$ cat config.mk
export PLATFORM = sky130hd
export DESIGN_NAME = piso_reader
export DESIGN_NICKNAME = d
export VERILOG_FILES = /design/src/rtl/piso_pkg.sv /design/src/rtl/piso_reader_bit_counter.sv /design/src/rtl/piso_reader.sv
export SDC_FILE = /design/constraint.sdc
export NUM_CORES = 1
export LEC_CHECK = 0
export CORE_MARGIN = 2
export CORE_UTILIZATION = 50
export DETAILED_ROUTE_END_ITERATION = 10
export GPL_ROUTABILITY_DRIVEN = 0
export GPL_TIMING_DRIVEN = 0
export PLACE_DENSITY = 0.88
export SLEW_MARGIN = 10
export SYNTH_ARGS = -nofsm -noshare
export SYNTH_HDL_FRONTEND = slang
export SYNTH_SLANG_ARGS = --single-unit
$ cat constraint.sdc
create_clock -name clk -period 2.9 [get_ports clk]
set_clock_uncertainty 0.15 [all_clocks]
set_input_delay 0.29 -clock clk [delete_from_list [all_inputs] [get_ports clk]]
set_output_delay 0.29 -clock clk [all_outputs]
set_load 0.05 [all_outputs]
$ cat src/rtl/piso_pkg.sv
// piso_pkg: shared FSM state type and counter-width helper for piso_reader.
package piso_pkg;
  typedef enum logic [1:0] {IDLE, SHIFT, PARITY, DONE} piso_state_t;
  function automatic int cnt_w(input int n);
    return (n > 1) ? $clog2(n) : 1;
  endfunction
endpackage

$ cat src/rtl/piso_reader_bit_counter.sv
// bit_counter: frame bit index, saturating at N-1 so it never wraps within a frame.
module bit_counter
  import piso_pkg::*;
#(
  parameter int N = 8,
  localparam int W = cnt_w(N)
) (
  input  logic         clk,
  input  logic         clear,
  input  logic         rst_cnt,
  input  logic         inc,
  output logic [W-1:0] cnt,
  output logic         last
);
  logic [W-1:0] cnt_q, cnt_d;
  assign last = cnt_q == W'(N - 1);
  assign cnt = cnt_q;
  always_comb cnt_d = rst_cnt ? '0 : (inc && !last) ? cnt_q + 1'b1 : cnt_q;
  always_ff @(posedge clk or posedge clear)
    if (clear) cnt_q <= '0;
    else cnt_q <= cnt_d;
endmodule

$ cat src/rtl/piso_reader.sv
// piso_reader: captures a parallel word and streams it out serially with valid/done framing.
// Optional even-parity trailer bit is enabled by defining PISO_READER_PARITY_EN.
module piso_reader
  import piso_pkg::*;
#(
  parameter int N = 8,
  parameter bit MSB_FIRST = 1'b1
) (
  input  logic         clk,
  input  logic         clear,
  input  logic         load,
  input  logic [N-1:0] in,
  input  logic         shift_en,
  output logic         ready,
  output logic         ser_out,
  output logic         ser_valid,
  output logic         done
);
  localparam int W = cnt_w(N);
`ifdef PISO_READER_PARITY_EN
  localparam piso_state_t AFTER_LAST = PARITY;
`else
  localparam piso_state_t AFTER_LAST = DONE;
`endif
  piso_state_t state_q, state_d;
  logic [N-1:0] sr_q, sr_d;
  logic [W-1:0] cnt, idx;
  logic last, par_bit;
  bit_counter #(.N(N)) u_cnt (
    .clk(clk),
    .clear(clear),
    .rst_cnt(state_q == IDLE),
    .inc(state_q == SHIFT && shift_en),
    .cnt(cnt),
    .last(last)
  );
  // The captured word is held still; the counter selects which bit is presented.
  assign idx = MSB_FIRST ? W'(N - 1) - cnt : cnt;
`ifdef PISO_READER_PARITY_EN
  assign par_bit = (state_q == PARITY) && (^sr_q);
`else
  assign par_bit = 1'b0;
`endif
  assign ready = state_q == IDLE;
  assign done = state_q == DONE;
  assign ser_valid = state_q == SHIFT || state_q == PARITY;
  assign ser_out = (state_q == SHIFT) ? sr_q[idx] : par_bit;
  always_comb begin
    state_d = (state_q == IDLE)   ? (load ? SHIFT : IDLE) :
              (state_q == SHIFT)  ? ((shift_en && last) ? AFTER_LAST : SHIFT) :
              (state_q == PARITY) ? (shift_en ? DONE : PARITY) : IDLE;
    sr_d = (state_q == IDLE && load) ? in : sr_q;
  end
  always_ff @(posedge clk or posedge clear)
    if (clear) begin
      state_q <= IDLE;
      sr_q <= '0;
    end else begin
      state_q <= state_d;
      sr_q <= sr_d;
    end
endmodule
==> results.cfg <==
[status]
status = finished clean

[worst_setup_path]
end_kind = output pin
path_delay_family = buffers and inverters
cp_data_arrival_time_ns = 2.19
crit_chain = inv_1, ha_1, o31ai_1, a311oi_1, clkdlybuf4s50_1
worst-path-buf-inv = 2
required_ns = 2.46
crit_fanout = 5
slowest_delay_ns = 0.84
critPathKind = reg2out
crit_path_top_delay_cell = clkdlybuf4s50_1
start_kind = register

[pwr]
powerDensity_nw_per_um2 = 1009
peakVddDrop_mv = 0.6705
power_mw = 0.8559
p_leak_nw = 0.3860

[cells_and_area]
final_util_pct = 67.73
multi_input_area_um2 = 312.8
antennaDiodeCount = 0
fillCellCount = 109
syn_to_final_growth_pct = 29.89
seqCellArea_um2 = 325.3
fin_nets = 88
layout-drive-gt1-share_pct = 17.39

[global_route]
first_global_vias = 422
grt_max_degree = 14
grt-ovfl-total = 0
grt_usage_pct = 16.73
grt_pass1_wl_um = 1738
grt_antenna_before_repair = 0

[synthesis]
synth_area_leaders = dfrtp_1, mux2_2, ha_1
synth.most_common_cell = dfrtp_1
synth_top_area_share_pct = 49.81
synth-simple-area-share_pct = 6.513
synth_flop_cell = dfrtp_1
ys_seq_elements = 13
yosys_warnings = 0
async_flop_share_pct = 100.0
synth_edf_count = 0
muxShareOfSynthArea_pct = 24.14
synth_xor_area_share_pct = 1.341
netlist_instances = 50
synth_top_family_by_area = multiplexers
synthAdderAreaFrac_pct = 11.49
yosys-top-cells-count = dfrtp_1, mux2_2, ha_1
synth_compound_area_share_pct = 4.406
yosysTopAreaCell = dfrtp_1
mappedNetlistArea_um2 = 653.1
syn_nets = 68
avgSynthCellArea_um2 = 13.06
synth.distinct_cells = 16
ys_seq_area_share_pct = 49.81

[clock_network]
cts_resized = 0
post_cts_buffers = 0
htree_levels = 1
cts.path.max_buffers = 2
clkLatencyLatePin_ns = 0.26
cts_made_buffers = 3
clock-sinks = 13
ctsHoldBuffers = 0
clk_pin_slew_ns = 0.07
cts_tree = done
cts_root_buf = clkbuf_4

[floorplan]
coreArea_um2 = 1252
die_h_um = 40.14
die_w_um = 40.14
io_pins = 16
start_util_pct = 52.15
core.rowCount = 13
dieArea_um2 = 1611

[detailed_routing]
drc = 0
viasPerCell = 5.250
first_pass_iters = 2
drt_iter0_markers = 3
vias = 441
drt-wirelength-per-cell_um = 11.61
wl_um = 975
ant_nets = 0

[run]
cap_violations = 0

[sta]
fin_tns_setup_ns = 0
finalHoldWorstSlack_ns = 0.1824
max_slew_margin_pct = 67.39
rsz0062_at_grt = false
finalHoldViolCount = 0
period_minus_slack_ns = 2.633
slew_viol_final = 0
clock.fmax_mhz = 379.7
worstMarginPinSlew_ns = 0.4877
finalSetupViolations = 0
finalCritPeriodShare_pct = 90.81

[place]
hpwl_um = 790.1
port_buffers = 15

[hold_path]
hold_path.class = in2async
-- registers in the layout, summed over array words and instances (netlist names) --
signal	cells
state_q	2
u_cnt.cnt	3
sr_q	8
-- stage by stage --
step           setup slack, ns  std cells  instance area (µm²)
6_report                0.2666         84                848.3
5_1_grt                 0.1398         84                848.3
4_1_cts                 0.2411         84                848.3
3_5_place_dp            0.5444         80                822.0
3_3_place_gp            0.5648         80                822.0
2_1_floorplan           0.4599         50                653.1
-- placed cells by master (no fill, tap or decap), drive strengths merged --
cell | Yosys | layout
nand2b | 1 | 1
nand3b | 1 | 1
a311oi | 1 | 1
mux2i | 3 | 3
nand2 | 1 | 1
clkbuf | 0 | 4
mux4 | 1 | 1
xnor2 | 1 | 1
mux2 | 9 | 9
nand3 | 2 | 2
o31ai | 1 | 1
ha | 6 | 6
a21oi | 1 | 1
dfrtp | 13 | 13
o211ai | 1 | 1
clkdlybuf4s50 | 0 | 15
nor2 | 4 | 4
inv | 4 | 4
-- layer usage --
metal / routed length [µm] / GRT usage, %
met5: 0 / 0
met4: 0 / 7.759
met3: 59 / 3.333
met2: 516 / 27.02
met1: 399 / 21.45
-- cell type report --
class,count,share of cell area (%)
tap,15,2.212
clock buffer,4,3.097
inverter,4,1.770
multi-input combinational,33,36.87
timing repair buffer,15,17.70
sequential,13,38.35
-- power by group --
part           leakage, nW  internal, mW  switching, mW  total, mW
Sequential           0.156         0.265         0.0559      0.321
Combinational        0.215         0.206          0.224      0.430
Clock               0.0150        0.0531         0.0513      0.104
-- kinds of logic (layout without fill, tap and decap cells) --
logic type / count (synthesis) / in the layout
muxes: 13 / 13
DFF: 13 / 13
adders and majority gates: 6 / 6
xor gates and xnor gates: 1 / 1
AOI/OAI and AO/OA: 4 / 4
and+or+nand+nor: 9 / 9
buffers and inverters: 4 / 23
-- final timing paths --
kind                                  from      endpoint  slack [ns]  depth (start not counted)
min in group clk                   sr_q[3]       sr_q[3]        0.36                          1
worst max-delay path            state_q[1]       ser_out        0.27                          5
worst max register to register  state_q[1]       sr_q[0]        1.17                          4
max in group asynchronous            clear  u_cnt.cnt[0]        2.10                          2
worst min register to register     sr_q[3]       sr_q[3]        0.36                          1
worst min-delay path                 clear       sr_q[1]        0.18                          2
No activity file was read; power rests on OpenSTA's default activity.
